==> config.mk <==
export PLATFORM = sky130hd
export DESIGN_NAME = qmult_pipe
export DESIGN_NICKNAME = d
export VERILOG_FILES = /design/src/rtl/qmult_pipe.sv
export SDC_FILE = /design/constraint.sdc
export NUM_CORES = 1
export LEC_CHECK = 0
export ABC_AREA = 1
export CAP_MARGIN = 20
export CELL_PAD_IN_SITES_DETAIL_PLACEMENT = 1
export CELL_PAD_IN_SITES_GLOBAL_PLACEMENT = 1
export CORE_MARGIN = 2
export CORE_UTILIZATION = 48
export DETAILED_ROUTE_END_ITERATION = 8
export PLACE_DENSITY = 0.84
export SETUP_SLACK_MARGIN = 0.4
export SLEW_MARGIN = 20
export SYNTH_ARGS = -nofsm -noshare
export SYNTH_HDL_FRONTEND = slang
export SYNTH_SLANG_ARGS = --single-unit
==> constraint.sdc <==
create_clock -name clk -period 2.2 [get_ports clk]
set_input_delay 0.44 -clock clk [delete_from_list [all_inputs] [get_ports clk]]
set_output_delay 0.44 -clock clk [all_outputs]
set_load 0.05 [all_outputs]
==> src/rtl/qmult_pipe.sv <==
// rtl/qmult_pipe.sv - pipelined signed Q-format multiplier with valid/ready, rounding and overflow flags
// Optional feature: QMULT_SAT_EN (saturate on overflow instead of wrapping).
module qmult_pipe #(
  parameter int N      = 16,
  parameter int Q      = 8,
  parameter int STAGES = 2
) (
  input  logic         clk,
  input  logic         rst_n,
  input  logic         i_valid,
  output logic         o_ready,
  input  logic [N-1:0] i_multiplicand,
  input  logic [N-1:0] i_multiplier,
  input  logic         i_round,
  output logic         o_valid,
  input  logic         i_ready,
  output logic [N-1:0] o_result,
  output logic         o_ovr,
  output logic         o_ovr_sticky,
  input  logic         i_clr_ovr
);

  localparam int W = 2 * N;

  logic                adv;
  logic signed [W-1:0] prod;
  logic signed [W-1:0] fin_p;
  logic                fin_rnd;
  logic                fin_vld;

  assign adv     = !o_valid || i_ready;
  assign o_ready = adv;
  assign prod    = W'($signed(i_multiplicand)) * W'($signed(i_multiplier));

  // Product register plus STAGES-2 plain delay stages; the output register is the last stage.
  generate
    if (STAGES == 1) begin : g_direct
      assign fin_p   = prod;
      assign fin_rnd = i_round;
      assign fin_vld = i_valid;
    end else begin : g_pipe
      localparam int D = STAGES - 1;
      logic signed [W-1:0] p_q [D];
      logic [D-1:0]        rnd_q;
      logic [D-1:0]        vld_q;

      always_ff @(posedge clk or negedge rst_n) begin
        if (!rst_n) begin
          for (int k = 0; k < D; k++) p_q[k] <= '0;
          rnd_q <= '0;
          vld_q <= '0;
        end else if (adv) begin
          p_q[0]   <= prod;
          rnd_q[0] <= i_round;
          vld_q[0] <= i_valid;
          for (int k = 1; k < D; k++) begin
            p_q[k]   <= p_q[k-1];
            rnd_q[k] <= rnd_q[k-1];
            vld_q[k] <= vld_q[k-1];
          end
        end
      end

      assign fin_p   = p_q[D-1];
      assign fin_rnd = rnd_q[D-1];
      assign fin_vld = vld_q[D-1];
    end
  endgenerate

  logic [W:0]        ext;
  logic signed [W:0] r;
  logic              ovr_c;
  logic [N-1:0]      res_c;

  // One extra bit of headroom so the rounding add can never wrap.
  always_comb begin
    ext   = {fin_p[W-1], fin_p} + ((W+1)'(fin_rnd) << (Q - 1));
    r     = $signed(ext) >>> Q;
    ovr_c = !((&r[W:N-1]) || !(|r[W:N-1]));
    res_c = r[N-1:0];
`ifdef QMULT_SAT_EN
    if (ovr_c) res_c = r[W] ? {1'b1, {(N-1){1'b0}}} : {1'b0, {(N-1){1'b1}}};
`endif
  end

  always_ff @(posedge clk or negedge rst_n) begin
    if (!rst_n) begin
      o_valid  <= 1'b0;
      o_result <= '0;
      o_ovr    <= 1'b0;
    end else if (adv) begin
      o_valid <= fin_vld;
      if (fin_vld) begin
        o_result <= res_c;
        o_ovr    <= ovr_c;
      end
    end
  end

  // Set has priority over clear so an overflow in the clearing cycle is not lost.
  always_ff @(posedge clk or negedge rst_n) begin
    if (!rst_n)                         o_ovr_sticky <= 1'b0;
    else if (o_valid && i_ready && o_ovr) o_ovr_sticky <= 1'b1;
    else if (i_clr_ovr)                 o_ovr_sticky <= 1'b0;
  end

endmodule

==> impl_metrics.tcl, run 1 <==
set metrics [dict create \
    status "aborted with a tool error" \
    failed_stage "5_1_grt" \
    error_line "[ERROR GRT-0232] Routing congestion too high. Check the congestion heatmap in the GUI." \
    syn_inst 1758 \
    cts.sinks 46 \
    synth_top_area_share_pct 40.1 \
    cts_buffers 5 \
    placed_cell_area_sq_um 16000 \
    initial_utilization_pct 48.6 \
    yosysMostFrequentCell "nand2_1" \
    synthArstFlopShare_pct 100 \
    num_rows 60 \
    die_h_um 169 \
    h-tree-depth 2 \
    synth_area_sq_um 13000 \
    synth_top_area_cell "fa_1" \
    avgSynthCellArea_sq_um 7.41 \
    cts-root-buf "clkbuf_16" \
    synth-seq-cells 46 \
    crit_endpoint "fin_p[28]$_DFFE_PN0N_/D" \
    netlist_top_cells_count "nand2_1, inv_1, fa_1, nor2_1, ha_1" \
    die_x_um 169 \
    io_pins 58 \
    synth_edf_count 0 \
    dp_hpwl_um 39900 \
    overflow 260 \
    place.gp.congestion 0.882 \
    cts_hold_buffers 0 \
    grt_usage_pct 79.1 \
    ys_seq_area_share_pct 8.83 \
    port_buffers 57 \
    synth_ff_type "dfrtp_1" \
    yosysUniqueCellTypes 39 \
    grt_max_degree 31 \
    worst-ep-kind "register data pin" \
    clock_path_buffers 2 \
    syn_nets 2137 \
    ys_warn_count 0 \
    synthTopCellsByArea "fa_1, nand2_1, inv_1" \
]
## routing by layer
layer  overflow  GRT usage [%]
met1          0           75.4
met2        155           97.5
met3          7           64.1
met4         96           86.4
met5          2           20.0
## metrics by stage
stage	util, %	hold WS, ns	instances	setup WS, ns
2_1_floorplan	-	0.144	1758	-3.00
3_3_place_gp	59.8	0.468	2276	-3.90
3_5_place_dp	59.8	0.470	2276	-4.12
4_1_cts	68.2	0.163	2378	-3.23
## logic make-up after synthesis
family	Yosys count	share of synthesized area, %
buffers and inverters	548	15.8
adders and majority gates	341	47.8
AOI/OAI and AO/OA	87	3.73
DFF	46	8.83
muxes	1	0.0864
xor gates and xnor gates	26	1.75
and+or+nand+nor	709	22.0
## repair_timing
item | in CTS
pin swaps | 233
setup endpoints to repair | 48
resized for setup | 493
setup buffers | 77
cloned | 17
==> inputs of run 2 (changes only) <==
- CELL_PAD_IN_SITES_DETAIL_PLACEMENT: 1 -> default
- CELL_PAD_IN_SITES_GLOBAL_PLACEMENT: 1 -> default
- CORE_UTILIZATION: 48 -> 35
- PLACE_DENSITY: 0.84 -> default
- PLACE_DENSITY_LB_ADDON: default -> 0.15
- SETUP_SLACK_MARGIN: 0.4 -> default
==> impl_metrics.tcl, run 2 <==
set metrics [dict create \
    status "finished, violations left" \
    violations "negative setup slack" \
    required_ns 2.39 \
    grt_setup_unrepaired "true" \
    remaining_drc_errors 0 \
    final_layout_size_suffix_gt1_share_pct 35.4 \
    avgSynthCellArea_sq_um 7.41 \
    dp_hpwl_um 30600 \
    wl_per_cell_um 15.7 \
    ys_warn_count 0 \
    finalNonFillerCells 2545 \
    ant_nets 0 \
    synth_area_sq_um 13000 \
    initial_utilization_pct 35.6 \
    synthTopCellsByArea "fa_1, nand2_1, inv_1" \
    cts_buffers 5 \
    layout_commonest_cell "nand2_1" \
    start_kind "primary input" \
    period_share_pct 241 \
    synth-seq-cells 46 \
    n_antenna_cell 0 \
    synth_edf_count 0 \
    h-tree-depth 2 \
    path_class "in2reg" \
    most-common-layout-cells "nand2_1, inv_1, fa_1" \
    totalWireLength_um 39900 \
    placed_cell_area_sq_um 16200 \
    tightest_slew_ns 0.621 \
    cts-root-buf "clkbuf_16" \
    fin_util_pct 52.2 \
    clkTransAtPathRegs_ns 0.07 \
    clock_path_buffers 2 \
    yosysMostFrequentCell "nand2_1" \
    overflow 0 \
    cp_max_fo 4 \
    arrival_ns 5.48 \
    fin_worst_skew_ns 0.0111 \
    insertion_delay_ns 0.31 \
    r2r_setup_slack_ns 0.18 \
    grt_pass1_vias 12700 \
    synth_ff_type "dfrtp_1" \
    largest_register_ffs 25 \
    cts_tree "yes" \
    setup_viol 25 \
    final_nets 2455 \
    grt_usage_pct 21.8 \
    worst_slack_ns -3.09 \
    viasPerCell 4.65 \
    synth_top_area_share_pct 40.1 \
    relSlewSlack_pct 58.6 \
    cts_hold_buffers 0 \
    place.gp.congestion 0.900 \
    port_buffers 57 \
    yosysUniqueCellTypes 39 \
    areaGrowthSynthToFinish_pct 46.6 \
    synth_top_area_cell "fa_1" \
    grt_max_degree 47 \
    hold_viol 0 \
    n_fill_cell 3457 \
    stdcell_area_sq_um 19100 \
    ys_seq_area_share_pct 8.83 \
    min_period_ns 5.29 \
    slew_violations 0 \
    die-area_sq_um 38800 \
    drv_cap 0 \
    max_freq_ghz 0.189 \
    die_h_um 197 \
    syn_inst 1758 \
    syn_nets 2137 \
    num_rows 70 \
    io_pins 58 \
    dp_cells 2411 \
    vias 11800 \
    synthArstFlopShare_pct 100 \
    die_x_um 197 \
    coreArea_sq_um 36600 \
    dr.pass1.iters 6 \
    multiInputGateArea_sq_um 11500 \
    antenna_found_initial 0 \
    endpoint_kind "flop" \
    grt_pass1_wl_um 66000 \
    cts.sinks 46 \
    seq_area_sq_um 1150 \
    netlist_top_cells_count "nand2_1, inv_1, fa_1, nor2_1, ha_1" \
    drt-initial-drc-count 608 \
    worstHoldPathType "in2async" \
]
-- run 2: critical path, stage by stage --
cell and delay (ns):
buf_8 0.10, buf_8 0.12, buf_6 0.11, buf_6 0.11, buf_6 0.11, nor2_4 0.08, fa_1 0.45, fa_1 0.52
fa_1 0.54, fa_1 0.52, fa_1 0.53, inv_2 0.04, fa_1 0.52, inv_2 0.05, ha_4 0.30, nand2_4 0.07
buf_6 0.12, nor2_4 0.13, inv_2 0.06, nor2_4 0.12, nand4_1 0.16, nand2_1 0.11, nand2_1 0.06, nand3_2 0.07
nand2_1 0.05
-- run 2: kinds of logic after synthesis --
kind of cell	after synthesis	synth area share, %
muxes	1	0.0864
adders and majority gates	341	47.8
and+or+nand+nor	709	22.0
AOI/OAI and AO/OA	87	3.73
xor gates and xnor gates	26	1.75
buffers and inverters	548	15.8
DFF	46	8.83
-- run 2: what timing repair did --
item                       4_1_cts  5_1_grt
resized for setup              394      217
gates cloned                    14        0
pin swaps                      190      177
setup endpoints to repair       25       26
setup buffers                   78       48
-- run 2: final timing paths --
check	startpoint	end	depth (start not counted)
min in group clk	o_result[0]	o_result[0]	2
worst min-delay path	rst_n	o_result[15]	2
worst max register to register	fin_p[7]	o_ovr	14
worst max-delay path	i_multiplicand[7]	fin_p[26]	25
max in group asynchronous	rst_n	fin_p[31]	2
worst min register to register	o_result[0]	o_result[0]	2
-- run 2: final cells by class --
class | count | share of cell area (%)
clock buffers | 5 | 0.655
clock inverters | 3 | 0.229
inverters | 486 | 9.65
multi-input cells | 1164 | 60.3
flip-flops and latches | 46 | 6.02
well taps | 468 | 3.06
repair buffers | 373 | 20.1
-- run 2: per-layer routing --
metal,vias to the layer above,wire length [um],GRT usage (%)
met3,41,1890,3.44
met1,5875,18000,29.7
met2,225,19400,37.1
met5,-,0,0
met4,0,616,4.29
li1,5683,-,-
-- run 2: stage by stage --
| stage | hold WS (ns) | TNS, ns | worst slack, ns |
|---|---|---|---|
| 2_1_floorplan | 0.144 | -68.15 | -3.00 |
| 3_3_place_gp | 0.459 | -91.07 | -4.01 |
| 3_5_place_dp | 0.460 | -91.89 | -3.97 |
| 4_1_cts | 0.254 | -72.81 | -3.13 |
| 5_1_grt | 0.285 | -77.19 | -3.29 |
| 6_report | 0.233 | -72.78 | -3.09 |
Power of run 2 is not shown: default switching activity piles up to over one toggle a cycle in this logic, so the estimate is an artifact.
